<file path="src/rtl/host_cmd_dec.sv">
// Host command/parameter decoder: synchronizes the 8080-style host write port and
// turns command and parameter bytes into single-cycle register write strobes.
module host_cmd_dec #(
    parameter int          SYNC_STAGES = 2,
    parameter int          NPARAM      = 8,
    parameter logic [7:0]  CMD_SYSSET  = 8'h40
) (
    input  logic       clk,
    input  logic       rst_x,
    input  logic       hst_cs_x,
    input  logic       hst_wr_x,
    input  logic       hst_a0,
    input  logic [7:0] hst_d,
    output logic       reg_0x00_ce,
    output logic       reg_0x01_ce,
    output logic       reg_0x02_ce,
    output logic       reg_0x03_ce,
    output logic       reg_0x04_ce,
    output logic       reg_0x05_ce,
    output logic       reg_0x06_ce,
    output logic       reg_0x07_ce,
    output logic       reg_wrreq,
    output logic [7:0] reg_wdata,
    output logic [7:0] cmd_code,
    output logic       cmd_valid
);

    localparam logic [2:0] LAST_IDX = 3'(NPARAM - 1);

    typedef enum logic [0:0] {
        ST_IDLE  = 1'b0,
        ST_PARAM = 1'b1
    } state_t;

    logic [SYNC_STAGES-1:0] cs_sync_r;
    logic [SYNC_STAGES-1:0] wr_sync_r;
    logic [SYNC_STAGES-1:0] a0_sync_r;
    logic [7:0]             d_sync_r [SYNC_STAGES];

    logic       cs_prev_r;
    logic       wr_prev_r;
    logic       a0_prev_r;
    logic [7:0] d_prev_r;

    logic       event_s;
    logic       cmd_ev_s;
    logic       par_ev_s;

    state_t     state_r;
    state_t     state_nxt_s;
    logic [2:0] idx_r;
    logic [2:0] idx_nxt_s;

    logic [7:0] ce_nxt_s;
    logic       wrreq_nxt_s;
    logic [7:0] wdata_nxt_s;
    logic [7:0] cmd_code_nxt_s;
    logic       cmd_valid_nxt_s;

    logic [7:0] ce_r;
    logic       wrreq_r;
    logic [7:0] wdata_r;
    logic [7:0] cmd_code_r;
    logic       cmd_valid_r;

    // Synchronizer chains; all bits share the same depth so data stays aligned with strobes
    always_ff @(posedge clk or negedge rst_x) begin
        if (!rst_x) begin
            cs_sync_r <= {SYNC_STAGES{1'b1}};
            wr_sync_r <= {SYNC_STAGES{1'b1}};
            a0_sync_r <= {SYNC_STAGES{1'b0}};
            for (int i = 0; i < SYNC_STAGES; i++) begin
                d_sync_r[i] <= 8'h00;
            end
        end else begin
            cs_sync_r   <= {cs_sync_r[SYNC_STAGES-2:0], hst_cs_x};
            wr_sync_r   <= {wr_sync_r[SYNC_STAGES-2:0], hst_wr_x};
            a0_sync_r   <= {a0_sync_r[SYNC_STAGES-2:0], hst_a0};
            d_sync_r[0] <= hst_d;
            for (int i = 1; i < SYNC_STAGES; i++) begin
                d_sync_r[i] <= d_sync_r[i-1];
            end
        end
    end

    // One-cycle history of the synchronized host bus for WR# rising-edge detection
    always_ff @(posedge clk or negedge rst_x) begin
        if (!rst_x) begin
            cs_prev_r <= 1'b1;
            wr_prev_r <= 1'b1;
            a0_prev_r <= 1'b0;
            d_prev_r  <= 8'h00;
        end else begin
            cs_prev_r <= cs_sync_r[SYNC_STAGES-1];
            wr_prev_r <= wr_sync_r[SYNC_STAGES-1];
            a0_prev_r <= a0_sync_r[SYNC_STAGES-1];
            d_prev_r  <= d_sync_r[SYNC_STAGES-1];
        end
    end

    // The event qualifies with chip select as it was while WR# was still low
    assign event_s  = wr_sync_r[SYNC_STAGES-1] & ~wr_prev_r & ~cs_prev_r;
    assign cmd_ev_s = event_s & a0_prev_r;
    assign par_ev_s = event_s & ~a0_prev_r;

    // State register
    always_ff @(posedge clk or negedge rst_x) begin
        if (!rst_x) begin
            state_r <= ST_IDLE;
            idx_r   <= 3'd0;
        end else begin
            state_r <= state_nxt_s;
            idx_r   <= idx_nxt_s;
        end
    end

    // Next-state logic; a command in any state restarts or aborts the parameter sequence
    always_comb begin
        state_nxt_s = state_r;
        idx_nxt_s   = idx_r;
        if (cmd_ev_s) begin
            idx_nxt_s = 3'd0;
            if (d_prev_r == CMD_SYSSET) begin
                state_nxt_s = ST_PARAM;
            end else begin
                state_nxt_s = ST_IDLE;
            end
        end else if (par_ev_s) begin
            case (state_r)
                ST_PARAM: begin
                    if (idx_r == LAST_IDX) begin
                        state_nxt_s = ST_IDLE;
                        idx_nxt_s   = 3'd0;
                    end else begin
                        idx_nxt_s = idx_r + 3'd1;
                    end
                end
                default: begin
                    state_nxt_s = state_r;
                    idx_nxt_s   = idx_r;
                end
            endcase
        end else begin
            state_nxt_s = state_r;
            idx_nxt_s   = idx_r;
        end
    end

    // Output decode; values are registered below so they appear one clock after the event
    always_comb begin
        ce_nxt_s        = 8'h00;
        wrreq_nxt_s     = 1'b0;
        wdata_nxt_s     = wdata_r;
        cmd_code_nxt_s  = cmd_code_r;
        cmd_valid_nxt_s = 1'b0;
        if (cmd_ev_s) begin
            cmd_code_nxt_s  = d_prev_r;
            cmd_valid_nxt_s = 1'b1;
        end else if (par_ev_s) begin
            case (state_r)
                ST_PARAM: begin
                    ce_nxt_s    = 8'h01 << idx_r;
                    wrreq_nxt_s = 1'b1;
                    wdata_nxt_s = d_prev_r;
                end
                default: begin
                    ce_nxt_s    = 8'h00;
                    wrreq_nxt_s = 1'b0;
                end
            endcase
        end else begin
            ce_nxt_s    = 8'h00;
            wrreq_nxt_s = 1'b0;
        end
    end

    // Output registers
    always_ff @(posedge clk or negedge rst_x) begin
        if (!rst_x) begin
            ce_r        <= 8'h00;
            wrreq_r     <= 1'b0;
            wdata_r     <= 8'h00;
            cmd_code_r  <= 8'h00;
            cmd_valid_r <= 1'b0;
        end else begin
            ce_r        <= ce_nxt_s;
            wrreq_r     <= wrreq_nxt_s;
            wdata_r     <= wdata_nxt_s;
            cmd_code_r  <= cmd_code_nxt_s;
            cmd_valid_r <= cmd_valid_nxt_s;
        end
    end

    assign reg_0x00_ce = ce_r[0];
    assign reg_0x01_ce = ce_r[1];
    assign reg_0x02_ce = ce_r[2];
    assign reg_0x03_ce = ce_r[3];
    assign reg_0x04_ce = ce_r[4];
    assign reg_0x05_ce = ce_r[5];
    assign reg_0x06_ce = ce_r[6];
    assign reg_0x07_ce = ce_r[7];
    assign reg_wrreq   = wrreq_r;
    assign reg_wdata   = wdata_r;
    assign cmd_code    = cmd_code_r;
    assign cmd_valid   = cmd_valid_r;

endmodule

</file>
<file path="config.mk">
export PLATFORM = sky130hd
export DESIGN_NAME = host_cmd_dec
export DESIGN_NICKNAME = d
export VERILOG_FILES = /design/src/rtl/host_cmd_dec.sv
export SDC_FILE = /design/constraint.sdc
export NUM_CORES = 1
export LEC_CHECK = 0
export CAP_MARGIN = 10
export CORE_UTILIZATION = 45
export DETAILED_ROUTE_END_ITERATION = 6
export PLACE_DENSITY = 0.71
export SLEW_MARGIN = 5
export SYNTH_ARGS = -nofsm -noshare
export SYNTH_HDL_FRONTEND = slang
export SYNTH_SLANG_ARGS = --single-unit
</file>
<file path="constraint.sdc">
create_clock -name clk -period 1.5 [get_ports clk]
set_clock_uncertainty 0.15 [all_clocks]
set_input_delay 0.15 -clock clk [delete_from_list [all_inputs] [get_ports clk]]
set_output_delay 0.15 -clock clk [all_outputs]
set_load 0.02 [all_outputs]
</file>
Word-level counts from Yosys, hierarchy flattened. Index checks and enable logic that the tools add are counted.

Output and inout port bits: 26. Bits in registers: 63. Word-level logic and storage cells: 48. Input port bits: 13.

Shift operators: 1. Equality and inequality tests: 2. Multiplexer cells: 16. Bitwise gates (word level): 8. Reduce and logical (&&, ||, !) cells: 4. Add/subtract/negate cells: 1.

Operator list (number): 2-to-1 mux 8 bit (3); 2-to-1 mux 3 bit (4); 2-to-1 mux 1 bit (9); equality test 8 x 7 -> 1 bit, second input constant (1); << shifter 1 x 3 -> 8 bit, first input constant (1); bitwise AND 1 bit (4); NOT 1 bit (4); nonzero test 2 bit (2); adder 3 x 1 -> 3 bit, second input constant (1); equality test 3 bit, second input constant (1); AND reduction 3 bit (1); AND reduction 2 bit (1).

Longest topological paths before layout. Gate-level depths: netlist (run 1).

Depth after elaboration: 6. Gate-level depth with buffers: 4. Depth with buffers taken out: 4.

Worst setup path before layout (run 1). Ideal clock, no wire load.

Path kind: reg2reg. From: register wr_sync_r[1]. To: register cmd_code_r[0] (netlist: cmd_code[0]). Required time: 1.225 ns. Path slack: -0.119 ns. Setup time: 0.125 ns. Cell stages (with the launch flop): 5. Data arrival time: 1.344 ns. Buffers on the path: 1. Period minus slack after synthesis: 1.619 ns. Cells stage by stage: dfstp_2 -> nor3b_4 -> and2_2 -> buf_6 -> mux2_2.

Cells in the longest elaborated chain, start to end: 3.

RTL lines: start, declared (RTL line 36) `logic [SYNC_STAGES-1:0] wr_sync_r;`; start signal, assigned (RTL line 70) `wr_sync_r <= {SYNC_STAGES{1'b1}};`; start signal, assigned (RTL line 77) `wr_sync_r <= {wr_sync_r[SYNC_STAGES-2:0], hst_wr_x};`; bitwise AND 1 bit (2 in a row) (RTL line 102) `assign event_s = wr_sync_r[SYNC_STAGES-1] & ~wr_prev_r & ~cs_prev_r;`; bitwise AND 1 bit (RTL line 103) `assign cmd_ev_s = event_s & a0_prev_r;`; via cmd_ev_s (RTL line 46) `logic cmd_ev_s;`; end signal, assigned (RTL line 189) `cmd_code_r <= cmd_code_nxt_s;`; end, declared (RTL line 63) `logic [7:0] cmd_code_r;`.

The timed path passes the listed nets, and every way through them passes these cells. A chain may end at the register's enable or synchronous reset.

Final worst setup path (run 1).
From: register wr_sync_r[1]. To: register cmd_code_r[3] (netlist: cmd_code[3]).

Cells in the longest elaborated chain, start to end: 3.

RTL lines (RTL line): bitwise AND 1 bit (2 in a row) (102); bitwise AND 1 bit (103).

Every way passes these cells.

==> results.toml, run 1 <==
[outcome]
outcome = "finished, violations left"
violations = "setup timing"

[cts]
cts.sinks = 63
clock_latency_ns = 0.32
h-tree-depth = 3
cts_setup_buffers = 0
clkTransAtPathRegs_ns = 0.06
cts_tree = "done"
clock_path_buffers = 2
cts_buffers = 9
root_buffer = "clkbuf_8"

[synthesis]
async_flop_share_pct = 100
ys_warn_count = 0
syn-num-nets = 132
syn_inst = 113
synth_ff_type = "dfrtp_1"
synth_fa_ha_area_share_pct = 3.64
ys_ff_latch = 63
yosysSeqAreaShare_pct = 76.7
synth-xor-area-share_pct = 0
synth-edff-count = 0
yosys.area_share.simple_pct = 5.15
synth_top_cell_by_area = "dfrtp_1"
synthMuxAreaShare_pct = 10.2
syn_avg_cell_area_sq_um = 18.3
synth-compound-area-share_pct = 2.30
synth.distinct_cells = 20
synth_top_family_by_area = "multiplexers"
yosys-top-cells-area = "dfrtp_1, dfstp_2, mux2_4"
synthesis.area_sq_um = 2060
synth_top_area_share_pct = 69.1

[routing]
wl_per_cell_microns = 13.3
drc = 0
drtAntennaViolNets = 0
vias = 1073
vias_per_cell = 4.81
drt-initial-drc-count = 60
drt_wl_total_microns = 2980
first_pass_iters = 4

[sta]
tightest_slew_ns = 0.261
maxSlewHeadroom_pct = 82.5
max_freq_mhz = 613
setup_tns_ns = -2.18
rsz0062_at_grt = "true"
whs_ns = 0.0961
setup_viol = 25
finalWorstSetupSlack_ns = -0.130
post-route-period-util_pct = 109
hold_viol = 0
slew_viol_final = 0
min_period_ns = 1.63

[setup_path]
cpPeakStageDelay_ns = 0.53
cp-start-kind = "register"
crit_family = "flip-flops"
required_ns = 1.55
worstPathArrival_ns = 1.68
path_max_fanout = 9
cp-end-kind = "register"
cp.buffers_inverters = 0
crit_path_cell_trace = "nor3b_4 -> and2_4 -> mux2_4"
crit_type = "reg2reg"
cpMaxStageDelayCell = "dfstp_2"

[grt]
antenna_found_initial = 0
gr-usage-all-layers_pct = 14.3
grt_pass1_vias = 1084
grt_pass1_wl_microns = 5000
grt_start_max_net_pins = 43
gr-total-overflow = 0

[power_and_ir_drop]
power_per_cell_area_nw_per_um2 = 1360
p_leak_uw = 0.00144
ir_drop_mv = 0.825
total_power_uw = 3810

[floorplan]
die_area_sq_um = 4860
fp.dieW_microns = 69.7
core_area_sq_um = 4380
start_util_pct = 47.1
rows = 24
num_io_pins = 39
die_h_microns = 69.7

[placement]
gp_congestion = 0.717
io_buffer_count = 38
hpwl_microns = 2120

[cells_and_area]
fillers = 320
syn_to_final_growth_pct = 35.5
layout-drive-gt1-share_pct = 28.1
mostFrequentLayoutCells = "dfrtp_1, dlygate4sd2_1, mux2_4, clkdlybuf4s50_1, clkbuf_8"
utilization_pct = 63.8
layout.nets = 186
mostFrequentLayoutCell = "dfrtp_1"
num_antenna_cells = 0

[min_path]
hp-class = "in2reg"

[flow_run]
cap_viol_max_count = 0
-- report_power, final --
part	internal (uW)	switching [uW]
sequential	1800	54.0
clock	1090	569
combinational	154	137
-- synth_stat cells, types with 2 or more instances --
master,instances
nor2_1,2
dfstp_2,6
mux2_4,8
and3_1,7
inv_1,4
mux2_2,8
dfrtp_1,57
a32o_1,2
o21ai_0,2
buf_6,2
ha_1,6
-- registers in the layout (all words and copies together) (netlist names), 2 cells and up --
name       cells
idx_r          3
a0_sync_r      2
cs_sync_r      2
reg_wdata      8
wr_sync_r      2
d_prev_r       8
cmd_code       8
d_sync_r      16
ce_r           8
-- cells by family after synthesis --
group                    after synthesis
AO/OA/AOI/OAI                          6
AND/OR/NAND/NOR                       15
buffers and inverters                  7
adder cells (fa/ha/maj)                6
multiplexers                          16
flip-flops                            63
-- metal layers --
metal | track usage (%) | part of all wire, % | wire length, microns | vias up
li1 | - | - | - | 491
met1 | 17.3 | 43 | 1270 | 542
met4 | 9.33 | 1.6 | 47 | 0
met2 | 21.5 | 51 | 1510 | 35
met3 | 5.38 | 5.1 | 153 | 5
met5 | 0 | 0 | 0 | -
-- path summary, 6_finish.rpt --
| check | start | to | slack (ns) | cells after the start |
|---|---|---|---|---|
| min | hst_wr_x | wr_sync_r[0] | 0.1 | 1 |
| max reg2reg | wr_sync_r[1] | cmd_code[3] | -0.13 | 3 |
| max in group asynchronous | rst_x | wr_sync_r[1] | 0.75 | 3 |
| min reg2reg | d_sync_r[3] | d_prev_r[3] | 0.20 | 0 |
| max | wr_sync_r[1] | cmd_code[3] | -0.13 | 3 |
| min in group asynchronous | rst_x | cmd_code[6] | 0.20 | 3 |
-- layout make-up --
type                       instances  area (sq um)  share of cell area [%]
clock buffer                      11           131                    4.70
tap                               52          65.1                    2.33
clock inverter                     4          95.1                    3.40
inverter                           5          20.0                   0.716
sequential                        63          1580                    56.6
multi-input combinational         43           478                    17.1
timing repair buffer              45           423                    15.1
-- per-stage QoR --
stage               cell area, sq um  setup slack [ns]  std cells
global route                    2800            -0.200        223
CTS                             2790            -0.141        223
global placement                2580            -0.105        207
floorplan                       2100            -0.112        113
detailed placement              2580            -0.139        207
finish                          2800            -0.130        223
-- timing repair --
action,CTS,global route
gates resized for setup,29,2
endpoints found under the hold margin,63,0
setup endpoints to repair,52,28
pin swaps,1,1
hold buffers,1,0
No activity file was read; power rests on OpenSTA's default activity.
==> run 2, diff against run 1 <==
Clock period 1.5 ns to 1.39 ns, I/O delays scaled along.
==> run 2 against run 1 <==
  * Routed wire length increased by 6.0%
  * Cell count grew 1.8%
  * Sequential share of layout area shrank 1.0 points
  * Worst setup slack worse by 0.11 ns
  * Combinational power is 9.3% higher
  * Power up 11%
  * The run still ends with setup timing left
  * Fmax shrank 0.27%
  * Global-route usage grew 0.95 points
  * Critical endpoint is now reg_wdata[1]
  * Clock-buffer cell count decreased by 1
  * Die area unchanged
  * Sequential power up 8%
  * Worst hold slack worse by 0.031 ns
==> results.toml, run 2 (synthesized netlist as in run 1, its figures left out) <==
[outcome]
outcome = "finished, violations left"
violations = "setup timing"

[power_and_ir_drop]
combPwrFrac_pct = 7.5
p_clk_share_pct = 45.1
p_int_uw = 3350
swShare_pct = 20.7
p_leak_uw = 0.00147
netSwitchingPower_uw = 875
power_per_cell_area_nw_per_um2 = 1480
p_seq_share_pct = 47.3
ir_drop_mv = 1.10

[grt]
top_usage_layer = "met2"
grt_pass1_vias = 1070
grt_start_max_net_pins = 32
gr-usage-all-layers_pct = 15.2
use_met2_pct = 22.2
grt_pass1_wl_microns = 5240
met3_usage_pct = 5.23
grtUsageMet1_pct = 18.8
gr-total-overflow = 0
antenna_found_initial = 0

[sta]
rsz0062_at_grt = "true"
maxSlewHeadroom_pct = 73.8
max_freq_mhz = 612
min_period_ns = 1.63
tightest_slew_ns = 0.393
post-route-period-util_pct = 118
hold_viol = 0
finalWorstSetupSlack_ns = -0.245
setup_viol = 29
whs_ns = 0.0652
slew_viol_final = 0

[routing]
drt_wl_total_microns = 3150
drtAntennaViolNets = 0
drc = 0
vias = 1068
drt-initial-drc-count = 44
vias_per_cell = 4.70
wl_per_cell_microns = 13.9
first_pass_iters = 4

[cells_and_area]
num_antenna_cells = 0
fillers = 311
syn_to_final_growth_pct = 38.0
layout.nets = 189
fin_area_sq_um = 2850
mostFrequentLayoutCells = "dfrtp_1, dlygate4sd2_1, mux2_4, clkdlybuf4s50_1, clkbuf_8"
layout-drive-gt1-share_pct = 30.3
mostFrequentLayoutCell = "dfrtp_1"
largest_reg_flops = 16
top_register = "d_sync_r"

[setup_path]
cp.buffers_inverters = 1
cpPeakStageDelay_ns = 0.53
worstReg2RegStart = "wr_sync_r[1]"
cp-end-kind = "register"
cpMaxStageDelayCell = "dfstp_2"
timing.critical_path.from = "wr_sync_r[1]"
crit_type = "reg2reg"
cp_num_cells = 4
reg2reg_to = "reg_wdata[1]"
r2r_slack_ns = -0.24
required_ns = 1.46
cp-start-kind = "register"
crit_end = "reg_wdata[1]"
crit_path_cell_trace = "nor3b_4 -> nand3b_2 -> buf_12 -> mux2_4"
worstPathArrival_ns = 1.70
crit_family = "flip-flops"
r2r_cells = 4
path_max_fanout = 11

[floorplan]
num_io_pins = 39
die_area_sq_um = 4860
core_area_sq_um = 4380
start_util_pct = 47.1
fp.dieW_microns = 69.7
die_h_microns = 69.7
rows = 24

[placement]
io_buffer_count = 38
gp_congestion = 0.722
hpwl_microns = 2200
placed_area_sq_um = 2620

[cts]
cts_tree = "done"
cts.sinks = 63
h-tree-depth = 3
clkTransAtPathRegs_ns = 0.07
cts_buffers = 9
clock_path_buffers = 2
clock_latency_ns = 0.33
root_buffer = "clkbuf_8"
cts_setup_buffers = 0

[flow_run]
cap_viol_max_count = 0

[min_path]
hp-class = "in2reg"
==> run 2: what timing repair did <==
action                     4_1_cts  5_1_grt
resized for setup               28        2
setup endpoints to repair       55       29
hold endpoints to repair        63        0
hold buffers                     1        0
pin swaps                        1        1
==> run 2: per-stage QoR <==
| stage | worst slack (ns) | total power [uW] | instances | TNS, ns | utilization (%) |
|---|---|---|---|---|---|
| after global routing | -0.335 | 4390 | 227 | -8.47 | 65.0 |
| after floorplan | -0.222 | 2180 | 113 | -3.25 | - |
| after global placement | -0.218 | 2380 | 210 | -5.01 | 59.7 |
| after CTS | -0.257 | 4280 | 227 | -6.20 | 64.8 |
| after detailed placement | -0.250 | 2390 | 210 | -6.09 | 59.7 |
| final | -0.245 | 4220 | 227 | -5.75 | 65.0 |
==> run 2: worst min-delay path by stage <==
stage	startpoint	endpoint	slack (ns)	depth (start not counted)
after floorplan	rst_x	a0_prev_r	-0.31	0
after global placement	rst_x	a0_sync_r[0]	-0.07	1
after detailed placement	rst_x	a0_sync_r[0]	-0.06	1
after CTS	hst_wr_x	wr_sync_r[0]	0.05	1
after global routing	hst_cs_x	cs_sync_r[0]	0.06	1
final	hst_wr_x	wr_sync_r[0]	0.07	1
==> run 2: per-layer routing <==
layer | vias up | wire length [microns] | share of wire (%)
li1 | 498 | - | -
met2 | 33 | 1530 | 49
met5 | - | 0 | 0
met4 | 0 | 75 | 2.4
met3 | 8 | 150 | 4.8
met1 | 529 | 1400 | 44
==> run 2: final cells by class <==
type	count	area, sq um	share of cell area, %
Clock buffer	10	138	4.83
Clock inverter	6	108	3.78
Inverter	5	22.5	0.791
Multi-Input combinational cell	43	474	16.6
Sequential cell	63	1580	55.6
Tap cell	52	65.1	2.28
Timing Repair Buffer	48	458	16.1
==> run 2: power groups by stage <==
stage	logic (uW)	clock network [uW]	registers [uW]
after global placement	354	0	2030
after CTS	325	1950	2000
after global routing	338	2050	2010
after detailed placement	361	0	2030
after floorplan	90.6	0	2090
final	318	1910	2000
==> run 3, diff against run 2 <==
Settings changed: ABC_AREA from default to 1, CORE_UTILIZATION 45 to 46, PLACE_DENSITY 0.71 to 0.72, REMOVE_ABC_BUFFERS from default to 1.
==> run 3 against run 2 <==
  * The flow now finishes without violations
  * Area after synthesis up 3.4%
  * Worst hold slack worse by 0.014 ns
  * First-iteration DRC count up 52%
  * Global-route usage up 0.43 points
  * Fmax up 19%
  * Clock power down 29%
  * Sequential cell count unchanged
  * Utilization down 0.58 points
  * Routed wire length up 12%
  * Power down 14%
  * Critical endpoint is now idx_r[2]
==> results.toml, run 3 <==
[setup_path]
worstPathArrival_ns = 1.45
cp-start-kind = "register"
path_max_fanout = 2
cp.buffers_inverters = 0
cpPeakStageDelay_ns = 0.38
cp-end-kind = "register"
required_ns = 1.47
crit_type = "reg2reg"
cpMaxStageDelayCell = "dfrtp_1"
cp_common_cell = "ha_1"
crit_path_cell_trace = "ha_1 -> ha_1 -> nand4_1 -> nand2_1 -> nor2_1"
crit_family = "adder cells"

[cts]
h-tree-depth = 3
clkTransAtPathRegs_ns = 0.07
cts.sinks = 63
clock_path_buffers = 2
cts_tree = "done"
cts_buffers = 9
root_buffer = "clkbuf_8"
clock_latency_ns = 0.34

[placement]
hpwl_microns = 2110
io_buffer_count = 38
pre_cts_slack_ns = 0.0411
gp_congestion = 0.807

[synthesis]
synthMuxAreaShare_pct = 0
yosysSeqAreaShare_pct = 74.2
synth_top_area_share_pct = 66.8
synth_ff_type = "dfrtp_1"
synth_top_family_by_area = "simple AND/OR/NAND/NOR gates"
yosys-top-cells-area = "dfrtp_1, dfstp_2, nand2_1"
ys_ff_latch = 63
synth-xor-area-share_pct = 0
synth.most_common_cell = "dfrtp_1"
ys_warn_count = 0
syn_inst = 173
yosys.area_share.simple_pct = 16.5
async_flop_share_pct = 100
synth_top_cell_by_area = "dfrtp_1"
synth-edff-count = 0
synth-compound-area-share_pct = 1.17
syn_avg_cell_area_sq_um = 12.3
synthesis.area_sq_um = 2130
yosys-top-cells-count = "dfrtp_1, nand2_1, inv_1"
synth_fa_ha_area_share_pct = 3.52
synth.distinct_cells = 16

[floorplan]
start_util_pct = 48.4
die_area_sq_um = 4920
num_io_pins = 39
rows = 24
fp.dieW_microns = 70.1
die_h_microns = 70.1
core_area_sq_um = 4410

[routing]
wl_per_cell_microns = 12.4
drt_wl_total_microns = 3530
first_pass_iters = 4
vias = 1337
drtAntennaViolNets = 0
vias_per_cell = 4.67
drc = 0
drt-initial-drc-count = 67

[cells_and_area]
layout-drive-gt1-share_pct = 18.8
largest_reg_flops = 16
utilization_pct = 64.4
mostFrequentLayoutCells = "dfrtp_1, nand2_1, dlygate4sd2_1, inv_1, nand3_1"
top_register = "d_sync_r"
mostFrequentLayoutCell = "dfrtp_1"
syn_to_final_growth_pct = 33.2
layout.nets = 248
num_antenna_cells = 0

[grt]
gr-usage-all-layers_pct = 15.7
grt_pass1_vias = 1239
grt_start_max_net_pins = 64
grt_pass1_wl_microns = 5580
gr-total-overflow = 0
antenna_found_initial = 0

[sta]
max_freq_mhz = 731
min_period_ns = 1.37
tightest_slew_ns = 0.325
slew_viol_final = 0
finalWorstSetupSlack_ns = 0.0215
maxSlewHeadroom_pct = 78.3
rsz0062_at_grt = "true"
post-route-period-util_pct = 98.5
setup_viol = 0
hold_viol = 0

[flow_run]
cap_viol_max_count = 0

[outcome]
outcome = "completed"

[power_and_ir_drop]
ir_drop_mv = 0.969
power_per_cell_area_nw_per_um2 = 1280
p_leak_uw = 0.00148

[min_path]
hp-class = "in2reg"
[run 3: what timing repair did]
action	in CTS	in global routing
buffers inserted	0	3
resized for setup	26	11
gates cloned	0	1
hold endpoints to repair	63	0
pin swaps	0	6
hold buffers	1	0
setup endpoints to repair	26	22
[run 3: worst paths after layout]
path                                  start      endpoint  slack [ns]  cells after the start
max in group asynchronous             rst_x  cs_sync_r[1]        0.59                      3
worst max-delay path               idx_r[0]      idx_r[2]        0.02                      5
min in group asynchronous             rst_x       ce_r[1]        0.19                      3
worst min-delay path               hst_wr_x  wr_sync_r[0]        0.05                      1
worst max register to register     idx_r[0]      idx_r[2]        0.02                      5
worst min register to register  d_sync_r[6]   d_prev_r[6]        0.20                      0
[run 3: kinds of logic after synthesis]
logic type / count (synthesis)
DFF: 63
buffers and inverters: 23
and+or+nand+nor: 76
adders and majority gates: 6
AOI/OAI and AO/OA: 5
[run 3: metrics by stage]
| step | cells | instance area, sq um | hold WS, ns | setup TNS [ns] | power (uW) |
|---|---|---|---|---|---|
| global route | 286 | 2840 | 0.0443 | -0.279 | 3800 |
| finish | 286 | 2840 | 0.0512 | 0 | 3630 |
| detailed placement | 265 | 2610 | 0.0197 | 0 | 2320 |
| CTS | 282 | 2760 | 0.0325 | 0 | 3670 |
| floorplan | 169 | 2110 | -0.307 | 0 | 2130 |
| global placement | 265 | 2610 | 0.0199 | 0 | 2310 |
[run 3: area by class of cell]
cell class | count | area (sq um)
well taps | 52 | 65.1
multi-input cells | 88 | 497
clock buffers | 11 | 141
fillers | 357 | 1570
clock inverters | 5 | 33.8
inverters | 19 | 71.3
flip-flops and latches | 63 | 1580
repair buffers | 48 | 450
[run 3: where the power goes]
group | total, uW | leakage, uW | switching, uW | internal [uW]
logic | 281 | 0.000607 | 162 | 119
registers | 1990 | 0.000785 | 51.6 | 1940
clock network | 1360 | 0.0000853 | 673 | 691
[run 3: worst register-to-register path, stage by stage (launching register included)]
cell and delay [ns]:
dfrtp_1 0.38, ha_1 0.22, ha_1 0.28, nand4_1 0.10, nand2_1 0.08, nor2_1 0.04
[run 3: per-layer routing]
metal / GRT usage, % / vias up / routed length, microns
li1: - / 652 / -
met1: 17.7 / 638 / 1480
met2: 23.8 / 39 / 1740
met3: 9.09 / 8 / 228
met4: 7.33 / 0 / 80
met5: 0 / - / 0
